==> config.mk <==
export PLATFORM = sky130hd
export DESIGN_NAME = muldiv_unit
export DESIGN_NICKNAME = d
export VERILOG_FILES = /design/src/rtl/muldiv_unit.sv
export SDC_FILE = /design/constraint.sdc
export NUM_CORES = 1
export LEC_CHECK = 0
export ABC_CLOCK_PERIOD_IN_PS = 3370
export CAP_MARGIN = 20
export CORE_ASPECT_RATIO = 0.5
export CORE_MARGIN = 1
export CORE_UTILIZATION = 40
export DETAILED_ROUTE_END_ITERATION = 10
export PLACE_DENSITY = 0.6
export SLEW_MARGIN = 15
export SYNTH_ARGS = -nofsm -noshare
export SYNTH_HDL_FRONTEND = slang
export SYNTH_SLANG_ARGS = --single-unit
==> constraint.sdc <==
create_clock -name clk -period 3.37 [get_ports clk]
set_input_delay 0.674 -clock clk [delete_from_list [all_inputs] [get_ports clk]]
set_output_delay 0.674 -clock clk [all_outputs]
set_load 0.01 [all_outputs]
==> src/rtl/muldiv_unit.sv <==
// muldiv_unit: iterative radix-2 multiply/divide unit covering the RISC-V M
// operation set. One shift-add (multiply) or restoring shift-subtract (divide)
// step per clock on operand magnitudes, with sign correction in a final cycle.
module muldiv_unit #(
  parameter int N     = 32,
  parameter int CNT_W = $clog2(N) + 1
) (
  input  logic         clk,
  input  logic         rst_n,
  input  logic         flush,
  input  logic         in_valid,
  output logic         in_ready,
  input  logic [2:0]   op,
  input  logic [N-1:0] a,
  input  logic [N-1:0] b,
  output logic         out_valid,
  input  logic         out_ready,
  output logic [N-1:0] result,
  output logic         div_by_zero,
  output logic         div_overflow
);

  localparam logic [1:0] S_IDLE = 2'd0;
  localparam logic [1:0] S_CALC = 2'd1;
  localparam logic [1:0] S_FIX  = 2'd2;
  localparam logic [1:0] S_DONE = 2'd3;

  localparam logic [N-1:0] MOST_NEG = {1'b1, {(N-1){1'b0}}};

  // Two's-complement negate when requested.
  function automatic logic [N-1:0] cond_neg(input logic [N-1:0] v, input logic neg);
    return neg ? (~v + 1'b1) : v;
  endfunction

  function automatic logic [2*N-1:0] cond_neg2(input logic [2*N-1:0] v, input logic neg);
    return neg ? (~v + 1'b1) : v;
  endfunction

  logic [1:0]       state_q, state_d;
  logic [2:0]       op_q, op_d;
  logic             neg_res_q, neg_res_d;   // operand signs differ
  logic             neg_a_q, neg_a_d;       // dividend was negative
  logic [CNT_W-1:0] cnt_q, cnt_d;
  logic [2*N-1:0]   acc_q, acc_d;           // mul: {partial, multiplier}; div: {rem, quotient}
  logic [N-1:0]     opnd_q, opnd_d;         // multiplicand or divisor magnitude
  logic [N-1:0]     result_q, result_d;
  logic             dbz_q, dbz_d;
  logic             ovf_q, ovf_d;

  logic             a_signed, b_signed, a_neg, b_neg;
  logic [N-1:0]     a_mag, b_mag;
  logic [N:0]       mul_sum;
  logic [N:0]       div_diff;
  logic [2*N-1:0]   prod;
  logic [N-1:0]     quo, rem;

  assign in_ready     = (state_q == S_IDLE);
  assign out_valid    = (state_q == S_DONE);
  assign result       = result_q;
  assign div_by_zero  = dbz_q;
  assign div_overflow = ovf_q;

  // Operand signedness by funct3 and magnitude extraction at acceptance.
  always_comb begin
    a_signed = (op == 3'b001) || (op == 3'b010) || (op == 3'b100) || (op == 3'b110);
    b_signed = (op == 3'b001) || (op == 3'b100) || (op == 3'b110);
    a_neg    = a_signed && a[N-1];
    b_neg    = b_signed && b[N-1];
    a_mag    = cond_neg(a, a_neg);
    b_mag    = cond_neg(b, b_neg);
  end

  // Next-state, datapath step and result selection.
  always_comb begin
    state_d   = state_q;
    op_d      = op_q;
    neg_res_d = neg_res_q;
    neg_a_d   = neg_a_q;
    cnt_d     = cnt_q;
    acc_d     = acc_q;
    opnd_d    = opnd_q;
    result_d  = result_q;
    dbz_d     = dbz_q;
    ovf_d     = ovf_q;

    mul_sum  = {1'b0, acc_q[2*N-1:N]} + (acc_q[0] ? {1'b0, opnd_q} : {(N+1){1'b0}});
    div_diff = acc_q[2*N-1:N-1] - {1'b0, opnd_q};
    prod     = cond_neg2(acc_q, neg_res_q);
    quo      = cond_neg(acc_q[N-1:0], neg_res_q);
    rem      = cond_neg(acc_q[2*N-1:N], neg_a_q);

    case (state_q)
      S_IDLE: begin
        if (in_valid) begin
          op_d      = op;
          neg_res_d = a_neg ^ b_neg;
          neg_a_d   = a_neg;
          cnt_d     = CNT_W'(N);
          acc_d     = {{N{1'b0}}, a_mag};
          opnd_d    = b_mag;
          dbz_d     = 1'b0;
          ovf_d     = 1'b0;
          if (op[2] && (b == '0)) begin
            dbz_d    = 1'b1;
            result_d = op[1] ? a : {N{1'b1}};
            state_d  = S_DONE;
          end else if (op[2] && !op[0] && (a == MOST_NEG) && (b == {N{1'b1}})) begin
            ovf_d    = 1'b1;
            result_d = op[1] ? {N{1'b0}} : a;
            state_d  = S_DONE;
          end else begin
            state_d = S_CALC;
          end
        end
      end
      S_CALC: begin
        cnt_d = cnt_q - 1'b1;
        if (op_q[2]) begin
          if (!div_diff[N]) acc_d = {div_diff[N-1:0], acc_q[N-2:0], 1'b1};
          else              acc_d = {acc_q[2*N-2:0], 1'b0};
        end else begin
          acc_d = {mul_sum, acc_q[N-1:1]};
        end
        if (cnt_q == CNT_W'(1)) state_d = S_FIX;
      end
      S_FIX: begin
        if (op_q[2])               result_d = op_q[1] ? rem : quo;
        else if (op_q[1:0] == 2'b00) result_d = prod[N-1:0];
        else                       result_d = prod[2*N-1:N];
        state_d = S_DONE;
      end
      default: begin
        if (out_ready) state_d = S_IDLE;
      end
    endcase

    // A kill returns to idle, drops the result flags and ignores any request.
    if (flush) begin
      state_d  = S_IDLE;
      result_d = result_q;
      dbz_d    = 1'b0;
      ovf_d    = 1'b0;
    end
  end

  // State and datapath registers with asynchronous clear.
  always_ff @(posedge clk or negedge rst_n) begin
    if (!rst_n) begin
      state_q   <= S_IDLE;
      op_q      <= '0;
      neg_res_q <= 1'b0;
      neg_a_q   <= 1'b0;
      cnt_q     <= '0;
      acc_q     <= '0;
      opnd_q    <= '0;
      result_q  <= '0;
      dbz_q     <= 1'b0;
      ovf_q     <= 1'b0;
    end else begin
      state_q   <= state_d;
      op_q      <= op_d;
      neg_res_q <= neg_res_d;
      neg_a_q   <= neg_a_d;
      cnt_q     <= cnt_d;
      acc_q     <= acc_d;
      opnd_q    <= opnd_d;
      result_q  <= result_d;
      dbz_q     <= dbz_d;
      ovf_q     <= ovf_d;
    end
  end

endmodule

==> Yosys cells after proc, flatten, opt, wreduce, memory -nomap -nowiden <==
Index checks and enable logic that the tools add are counted.
{ "classes": {"n_mux": 37, "reduce_logical": 25, "add_sub_neg": 8, "n_bitwise": 7, "eq_ne": 14} }
{ "ops": {"columns": ["operator", "n"], "rows": [
  ["32-bit 2-to-1 mux", 13],
  ["64-bit 2-to-1 mux", 4],
  ["32-bit by 1-bit adder with 32-bit output (second input constant)", 4],
  ["32-bit NOT", 4],
  ["64-bit one-hot mux with 2 select lines", 1],
  ["64-bit by 1-bit adder with 64-bit output (second input constant)", 1],
  ["32-bit == test (second input constant)", 2],
  ["64-bit NOT", 1],
  ["32-bit one-hot mux with 2 select lines", 1],
  ["32-bit by 32-bit adder with 33-bit output", 1],
  ["33-bit by 32-bit subtractor with 33-bit output", 1],
  ["32-bit zero test", 1],
  ["2-bit 2-to-1 mux", 6],
  ["6-bit one-hot mux with 2 select lines", 1],
  ["1-bit 2-to-1 mux", 9],
  ["2-bit nonzero test", 4],
  ["3-bit == test (second input constant)", 2],
  ["6-bit by 1-bit == test with 1-bit output (second input constant)", 1],
  ["1-bit logical AND", 6],
  ["6-bit 2-to-1 mux", 1],
  ["3-bit inequality test (second input constant)", 2],
  ["2-bit one-hot mux with 3 select lines", 1],
  ["2-bit AND reduction", 3],
  ["6-bit by 1-bit subtractor with 6-bit output (second input constant)", 1],
  ["14 further kinds", 20]
]} }
{ "word_totals": {"word_cells": 101, "input_bits": 72, "output_inout_bits": 36, "regBits": 143} }

==> Depth between registers and ports, before layout <==
Gate-level depths: netlist of run 1.
{ "depth": {"ltp_word": 9, "ltp_mapped": 15, "mapped_depth_nobuf": 14} }

==> Worst setup path after synthesis of run 1 <==
No wires, ideal clock.
{ "synth_path": {"path_kind": "register to register", "startpoint": "reg acc_q[0]", "endpoint": "reg acc_q[61]", "path_slack_ps": -194, "period_less_slack_ps": 3564, "path_buffers": 1, "path_stages_with_launch": 15, "t_arrival_ps": 3492, "setup_ps": 71, "cell_sequence": "dfrtp_1 inv_1 clkbuf_1 nor2_1 ha_1 o211ai_1 a21oi_1 nor3b_1 o21ai_0 a211oi_1 o41ai_1 a41o_1 nor2_1 or4b_2 nand4_1"} }
{ "synth_between": {"elab_chain_len": 4} }
{ "synth_lines": {"columns": ["element", "line_no", "rtl"], "rows": [
  ["start: declaration", "44", "logic [2*N-1:0] acc_q, acc_d;"],
  ["start signal: assignment", "154", "acc_q <= '0;"],
  ["start signal: assignment", "165", "acc_q <= acc_d;"],
  ["32-bit 2-to-1 mux", "86", "mul_sum = {1'b0, acc_q[2*N-1:N]} + (acc_q[0] ? {1'b0, opnd_q} : {(N+1){1'b0}});"],
  ["32-bit by 32-bit adder with 33-bit output", "86", null],
  ["64-bit 2-to-1 mux", "118", "if (op_q[2]) begin"],
  ["64-bit one-hot mux with 2 select lines", "92", "case (state_q)"]
]} }
No other way between the ends.
A chain may end at the register's enable or synchronous reset.

==> Worst setup path in the final report of run 1 <==
{ "layout_path": {"startpoint": "reg opnd_q[0]", "endpoint": "reg acc_q[32]"} }
{ "layout_between": {"elab_chain_len": 4} }
{ "layout_lines": {"columns": ["element", "line_no", "rtl"], "rows": [
  ["start: declaration", "45", "logic [N-1:0] opnd_q, opnd_d;"],
  ["start signal: assignment", "166", "opnd_q <= opnd_d;"],
  ["33-bit by 32-bit subtractor with 33-bit output / 32-bit 2-to-1 mux (equally long branches)", "87, 86", null],
  ["64-bit 2-to-1 mux / 32-bit by 32-bit adder with 33-bit output (equally long branches)", "119, 86", null],
  ["64-bit 2-to-1 mux (*)", "118", null],
  ["64-bit one-hot mux with 2 select lines (*)", "92", null]
]} }
Mark *: on every way between the ends. The rest lies on a longest branch, timed or not.

==> results of run 1 <==
-- sequential cells by signal, indices dropped and copies added (netlist names) --
register	count
acc_q	64
cnt_q	6
div_by_zero	1
div_overflow	1
neg_a_q	1
neg_res_q	1
op_q	3
opnd_q	32
result	32
state_q	2
-- cells by family (layout without fill, tap and decap cells) --
| group | count (synthesis) | count (layout) | synth area share [%] |
|---|---|---|---|
| muxes | 46 | 46 | 3.202 |
| xor gates and xnor gates | 189 | 189 | 11.42 |
| DFF | 143 | 143 | 24.69 |
| AOI/OAI and AO/OA | 615 | 616 | 25.74 |
| adders and majority gates | 97 | 97 | 8.131 |
| and+or+nand+nor | 676 | 676 | 21.42 |
| buffers and inverters | 202 | 555 | 5.404 |
-- final cells by class --
cell class                 count  area [sq um]
tap                          475         594.3
clock buffer                  18         429.2
clock inverter                13         168.9
inverter                      74         281.5
sequential                   143          3582
multi-input combinational   1624         10720
fill                        3322         15420
timing repair buffer         450          3881
-- worst max path at each step --
| stage | startpoint | to | slack, ns |
|---|---|---|---|
| 2_1_floorplan | b[6] | result[10] | -0.16 |
| 3_3_place_gp | b[17] | result[31] | -0.72 |
| 3_5_place_dp | b[17] | result[22] | -0.79 |
| 4_1_cts | opnd_q[0] | acc_q[61] | -0.02 |
| 5_1_grt | acc_q[0] | acc_q[55] | -0.17 |
| 6_report | opnd_q[0] | acc_q[32] | 0.03 |
-- synthesized netlist by cell type (all sizes together), types with 37 or more instances --
cell type	number
dfrtp	143
o21ai	263
ha	75
mux2i	43
nand3	37
nand2	278
clkbuf	110
a21oi	128
inv	73
xor2	88
xnor2	101
nor2	171
-- power by group --
part / leakage, nW / switching [mW] / internal, mW
clock network: 0.278 / 0.872 / 1.16
registers: 1.84 / 0.875 / 2.51
logic: 6.44 / 9.05 / 6.78
-- timing repair --
| item | CTS | global route |
|---|---|---|
| resized for setup | 45 | 111 |
| hold buffers | 0 | 0 |
| cloned | 1 | 1 |
| pin swaps | 17 | 65 |
| setup endpoints to repair | 65 | 62 |
| setup buffers | 12 | 24 |
| endpoints found under the hold margin | 0 | 0 |
-- per-stage QoR --
| stage | cell area, sq um | setup WS [ns] | hold slack (ns) | total power [mW] |
|---|---|---|---|---|
| final | 19660 | 0.02588 | 0.1903 | 21.25 |
| after global routing | 19660 | -0.1716 | 0.2424 | 22.75 |
| after CTS | 19000 | -0.01583 | 0.2109 | 20.28 |
| after detailed placement | 18160 | -0.7897 | 0.4729 | 18.02 |
| after global placement | 18160 | -0.7158 | 0.4626 | 17.89 |
| after floorplan | 14520 | -0.1581 | 0.3784 | 12.32 |
-- layer usage --
metal	vias to the layer above	wire, microns	GRT usage [%]
li1	7733	-	-
met1	7702	25870	42.55
met2	602	23770	45.15
met3	59	4409	5.123
met4	0	858	6.273
met5	-	0	0
-- worst max-delay path, stage by stage (launching register included) --
cell and delay, ns:
dfrtp_1 0.43, buf_6 0.15, ha_4 0.17, fa_2 0.36
nor2b_2 0.21, o31ai_4 0.10, a31oi_4 0.24, nor2_2 0.08
o32ai_2 0.17, buf_4 0.19, nor4_2 0.05, a211oi_4 0.28
buf_4 0.21, o21ai_0 0.18, a221o_1 0.38
==> impl_metrics.toml, run 1 <==
[floorplan]
boundaryPins = 108
core_sq_mm = 0.03507
die_x_microns = 271.2
num_rows = 48
die_area_sq_mm = 0.03705
start_util_pct = 41.33
fp.dieH_microns = 136.6

[final_layout]
fin_nets = 2459
final_cell_mix = "314 x buf_4, 276 x nand2_1, 220 x o21ai_0"
final_common_cell = "buf_4"
area_growth_pct = 35.61
drive_above_1_share_pct = 20.76
layout.cells.non_filler = 2797
fin_util_pct = 56.05
antenna-diode-count = 0

[job]
cap_violations = 0

[power]
p_per_area_mw_per_mm2 = 1081
p_leak_nw = 8.555
ir_worst_vdd_v = 0.0006933

[drt]
via_per_inst = 5.755
vias = 16100
antenna_left = 0
route.detailed.drc = 0
drt-initial-drc-count = 1561
routed_wl_microns = 54910
drt-pass1-iter-count = 5
wl_per_cell_microns = 19.63

[grt]
grt_max_degree = 91
grt_usage_pct = 29.29
grt_pass1_wl_microns = 84300
antenna_found_initial = 0
grt_pass1_vias = 14740
grt_overflow = 0

[timing]
clock.fmax_mhz = 299.0
slew_headroom_pct = 50.28
fin_skew_ns = 0.01372
hold_viol_final = 0
setup_tns_ns = 0
worstMarginPinSlew_ns = 0.7431
fin_crit_sh_pct = 99.23
finalCriticalPeriod_ns = 3.344
rsz0062_at_grt = "yes"
drv_slew = 0
finalSetupViolCount = 0

[clocking]
cts_buffers = 17
clock-sinks = 143
htree_num_levels = 4
cts_tree = "done"
clockBufferDepth = 2
path_clk_slew_ns = 0.07
cts-root-buf = "clkbuf_16"
clk_latency_ns = 0.46

[placement]
dp.final_hpwl_microns = 41730
dp.cells = 2730
place_congestion = 0.9665
io_buffers = 107

[synth]
ys_top_cells_by_area = "dfrtp_1 25%, o21ai_0 8.2%, nand2_1 7.2%, ha_1 6.5%, xnor2_1 6.1%"
synth.distinct_cells = 72
seq_area_frac_synth_pct = 24.69
synth_edf_count = 0
syn_avg_cell_area_sq_um = 7.365
synth_warnings = 0
synth-seq-cells = 143
synthArstFlopShare_pct = 100.0
synthCells = 1968
syn_area_sq_mm = 0.01450
synth_flop_cell = "dfrtp_1"
synth_top_area_share_pct = 24.69
syn_nets = 2117
yosys.area.top_type = "dfrtp_1"

[worst_setup_path]
worstSetupPathType = "reg -> reg"
r2r-end = "acc_q[32]"
crit_fanout = 5
r2r_slack_ns = 0.03
required_ns = 3.71
cp_data_arrival_time_ns = 3.69
worst-r2r-cell-count = 14
reg2reg_from = "opnd_q[0]"
endpoint_kind = "flip-flop"
cp-start-kind = "flip-flop"

[status]
outcome = "completed"

[worst_hold_path]
min_path_type = "in -> async"
No activity file was read; power rests on OpenSTA's default activity.
==> inputs of run 2 (changes only) <==
--- a/config.mk
+++ b/config.mk
@@ -11,6 +11,7 @@
 export CORE_MARGIN = 1
 export CORE_UTILIZATION = 40
 export DETAILED_ROUTE_END_ITERATION = 10
+export HOLD_SLACK_MARGIN = 0.02
 export PLACE_DENSITY = 0.6
 export SLEW_MARGIN = 15
 export SYNTH_ARGS = -nofsm -noshare
==> results of run 2 <==
The final DEF is identical to that of run 1; final timing and power are the same.
==> edit 1 (settings of run 2) <==
Set the parameter `N` to 16 (it was 32).
--- a/src/rtl/muldiv_unit.sv
+++ b/src/rtl/muldiv_unit.sv
@@ -3,5 +3,5 @@
 // step per clock on operand magnitudes, with sign correction in a final cycle.
 module muldiv_unit #(
-  parameter int N     = 32,
+  parameter int N     = 16,
   parameter int CNT_W = $clog2(N) + 1
 ) (
Ports: changed (resized a, b and result); port bits go from 108 to 60. No check against the original RTL was run, so the function may have changed too.
==> edit 1 against run 2 <==
Fmax up 4.1%. Routed wire length decreased by 56%. Worst setup slack gained 0.13 ns. Area after synthesis is 48% lower. Total power fell by 58%. Count of clock-buffer cells in the layout shrank 8. Final area shrank 53%. Sequential cell count fell by 65. Sequential share of layout area rose by 3.0 points. Die area down 47%. Critical path depth decreased by 2. Clock power shrank 44%. Largest cell class unchanged. Highest routed layer unchanged.
==> edit 1: results (changes against run 2) <==
metric	value	unit	change
yosysSeqAreaShare	0.258		+0.0110
outcome	finished clean		
instances_no_fill	1331		-52%
crit_buf_inv	2		-1
nMultiInputCombCells	804		-50%
synth_common_cells	127 x nand2_1, 115 x o21ai_0, 79 x nor2_1		
track_usage	0.252		-0.0412
clk_share	0.0360		+0.00553
powerComb	0.00593	W	-62%
drt_iter0_drc	666		-57%
r2r-start	acc_q[15]		
p_clk	0.00113	W	-44%
leakage	3.91	nW	-54%
largest_reg_flops	32		-50%
drive_gt1_frac	0.120		-0.0872
cpPeakStageDelay	0.53	ns	+0.10 ns
avgSynthCellArea	7.73	um2	+5.0%
r2r_end	acc_q[17]		
synth_area	7570	um2	-48%
inverters	39		-47%
port_buffers	59		-45%
ys_types	75		+4.2%
max-vdd-ir-drop	0.365	mV	-47%
drtPass1Iterations	6		+1
via_per_inst	5.63		-2.3%
numCtsBuffers	9		-8
hpwl	18.6	mm	-55%
grt_max_degree	47		-48%
num-nonclk-buffers	135		-70%
multi_input_area_share	0.574		+0.0285
p_seq	0.00195	W	-42%
reg2reg_slack	0.16	ns	+0.13 ns
place_ws	-0.0233	ns	+0.766 ns
crit_type	reg2reg		
sh_seq_area	0.212		+0.0296
buf_share	0.127		-0.0700
timing.fmax	311	MHz	+4.1%
synth_area_leaders	dfrtp_1 26%, o21ai_0 7.6%, ha_1 7.1%		
crit_fanout	4		-1
placed_area	8840	um2	-51%
ff2ff_path_depth	12		-2
cp_slowest_cell	o41ai_4		
area_growth	21.8	%	
worstSkewPairLatency	0.35	ns	-0.11 ns
worst_slew_pin_slew	0.973	ns	+0.230 ns
ys_seq_elements	78		-45%
hold_ws	0.325	ns	+0.135 ns
syn-num-nets	1064		-50%
## edit 1: changes by cell type in the layout (fill, tap and decap cells not counted), moves of 24 or more
cell,delta
buf_4,-239
o21ai_0,-106
ha_1,-25
xnor2_1,-43
dfrtp_1,-63
xor2_1,-53
nand2_1,-149
nand3_1,-24
o21ai_1,-31
inv_1,-32
clkdlybuf4s50_1,-36
nor2_1,-81
a21oi_1,-63
## edit 1: cells by family after synthesis
kind of cell               synth area share
AOI/OAI and AO/OA                     0.247
xor gates and xnor gates              0.108
adders and majority gates            0.0764
buffers and inverters                0.0504
DFF                                   0.258
muxes                                0.0527
and+or+nand+nor                       0.208
## edit 1: what timing repair did
action	in CTS	in global routing
resized for setup	0	13
endpoints found under the setup margin	0	12
buffers inserted	0	1
## edit 1: metal layers
metal,up-vias,share of wire,GRT usage
met5,-,0,0
met4,0,0.019,0.0619
met3,31,0.057,0.0292
met2,242,0.43,0.387
met1,3525,0.49,0.374
li1,3689,-,-
==> edit 2 (flow settings as in run 2) <==
Without the edit above. Put one more register stage on the output `div_overflow`, cleared by the reset. The value now appears one clock later. The other outputs are not delayed to match.
--- a/src/rtl/muldiv_unit.sv
+++ b/src/rtl/muldiv_unit.sv
@@ -59,5 +59,11 @@
   assign result       = result_q;
   assign div_by_zero  = dbz_q;
-  assign div_overflow = ovf_q;
+  always_ff @(posedge clk or negedge rst_n) begin
+    if (!rst_n) begin
+      div_overflow <= '0;
+    end else begin
+      div_overflow <= ovf_q;
+    end
+  end
 
   // Operand signedness by funct3 and magnitude extraction at acceptance.
Function: changed (a bounded check fails within 4 cycles, from zero or initial values and one cycle with rst_n low).
==> edit 2 against run 2 <==
Worst setup slack improved by 0.016 ns. Sequential share of layout area rose by 0.36 points. First-iteration DRC count fell by 2.9%. Clock skew rose by 0.00091 ns. Total power fell by 2.6%. Clock power rose by 5%. Routed wire length rose by 2.9%. Final area fell by 1.3%. Sequential cell count rose by 1. Area after synthesis rose by 1.8%. Critical path type unchanged. Largest cell class unchanged. Highest routed layer is now met5.
==> edit 2: results (changes against run 2) <==
metric	value	unit	change
p_sw	0.0105	W	-2.6%
ctsHoldBuffers	0		unchanged
async_flop_share	1.00		unchanged
root_buffer	clkbuf_16		
r2r-start	acc_q[40]		
gp_congestion	0.959		-0.81%
grt_pass1_vias	14905		+1.1%
ff2ff_path_depth	8		-6
worstHoldPathType	in2async		
track_usage	0.299		+0.00613
leakage	8.61	nW	+0.68%
clockBufferDepth	2		unchanged
place_ws	-0.852	ns	-0.0624 ns
route.detailed.wl_per_inst	20.1	um	+2.5%
critPathArrivalTime	3.69	ns	about the same
hpwl	43.6	mm	+4.5%
syn-num-nets	2153		+1.7%
via_per_inst	5.85		+1.7%
worst_slew_pin_slew	1.15	ns	+0.407 ns
grt_max_degree	78		-14%
drt_iter0_drc	1515		-2.9%
crit_type	reg2reg		
port_buffers	107		unchanged
yosysWarnings	0		unchanged
grt_pass1_wl	86.1	mm	+2.2%
drv_slew	0		unchanged
drive_gt1_frac	0.188		-0.0195
synthAdderAreaFrac	0.0663		-0.0150
htree_levels	4		unchanged
antenna_found_initial	1		+1
crit_end	result[31]		
largest_reg_flops	64		unchanged
synth.largest_area_cell	dfrtp_1		
synthMuxAreaShare	0.0343		+0.00232
cpPeakStageDelay	0.63	ns	+0.20 ns
worstSkewPairLatency	0.47	ns	
ys_types	78		+8.3%
crit_family	simple AND/OR/NAND/NOR gates		
fin_skew	0.0146	ns	+0.000908 ns
synth-compound-area-share	0.283		+0.0258
synth_area_leaders	dfrtp_1 24%, o21ai_0 8.0%, nand2_1 6.6%		
yosysSeqAreaShare	0.244		-0.00266
outcome	finished clean		
worst_slack	0.0414	ns	+0.0155 ns
synth_common_cells	258 x nand2_1, 237 x o21ai_0, 184 x nor2_1		
post-route-drc-count	0		unchanged
layout.nets	2460		+0.041%
crit_fanout	4		-1
max-vdd-ir-drop	0.662	mV	-4.5%
synth-xor-area-share	0.109		-0.00498
top_register	acc_q		
cp_slowest_cell	or4_1		
drtPass1Iterations	6		+1
edit 2: per-layer routing:
layer  share of wire  wire length (um)  vias to the layer above  global-route usage
li1                -                 -                     7871                   -
met1            0.48             26900                     7759               0.436
met2            0.41             22900                      708               0.429
met3           0.093              5280                       89              0.0706
met4           0.024              1380                        2              0.0916
met5         0.00023                13                        -                   0
edit 2: timing repair:
action                                  in CTS  in global routing
buffers inserted                             0                  9
pin swaps                                    5                 21
gates resized for setup                     21                 58
endpoints found under the setup margin      50                 44
edit 2: worst min-delay path by stage:
stage	from	end	slack (ns)	cells past startpoint
final	rst_n	result[18]	0.15	1
after global routing	rst_n	result[18]	0.17	1
after CTS	rst_n	result[3]	0.16	1
after detailed placement	ovf_q	div_overflow	0.37	0
after global placement	ovf_q	div_overflow	0.36	0
after floorplan	ovf_q	div_overflow	0.35	0
edit 2: cell type report:
type / instances / area (um2)
clock buffers: 19 / 453
clock inverters: 13 / 176
fillers: 3472 / 16700
inverters: 72 / 273
multi-input cells: 1657 / 10700
flip-flops and latches: 144 / 3610
well taps: 484 / 606
repair buffers: 419 / 3590
edit 2: power groups by stage:
stage	registers (W)	clock network, W	logic [W]
finish	0.00334	0.00214	0.0152
global route	0.00343	0.00223	0.0165
CTS	0.00331	0.00216	0.0146
detailed placement	0.00333	0	0.0144
global placement	0.00333	0	0.0144
floorplan	0.00321	0	0.00896
edit 2: through the flow:
| step | area [um2] | hold slack (ns) | cells | util |
|---|---|---|---|---|
| after floorplan | 14800 | 0.354 | 2004 | - |
| after global placement | 18400 | 0.359 | 2767 | 0.510 |
| after detailed placement | 18400 | 0.369 | 2767 | 0.510 |
| after CTS | 19100 | 0.158 | 2799 | 0.530 |
| after global routing | 19400 | 0.168 | 2808 | 0.538 |
| final | 19400 | 0.147 | 2808 | 0.538 |
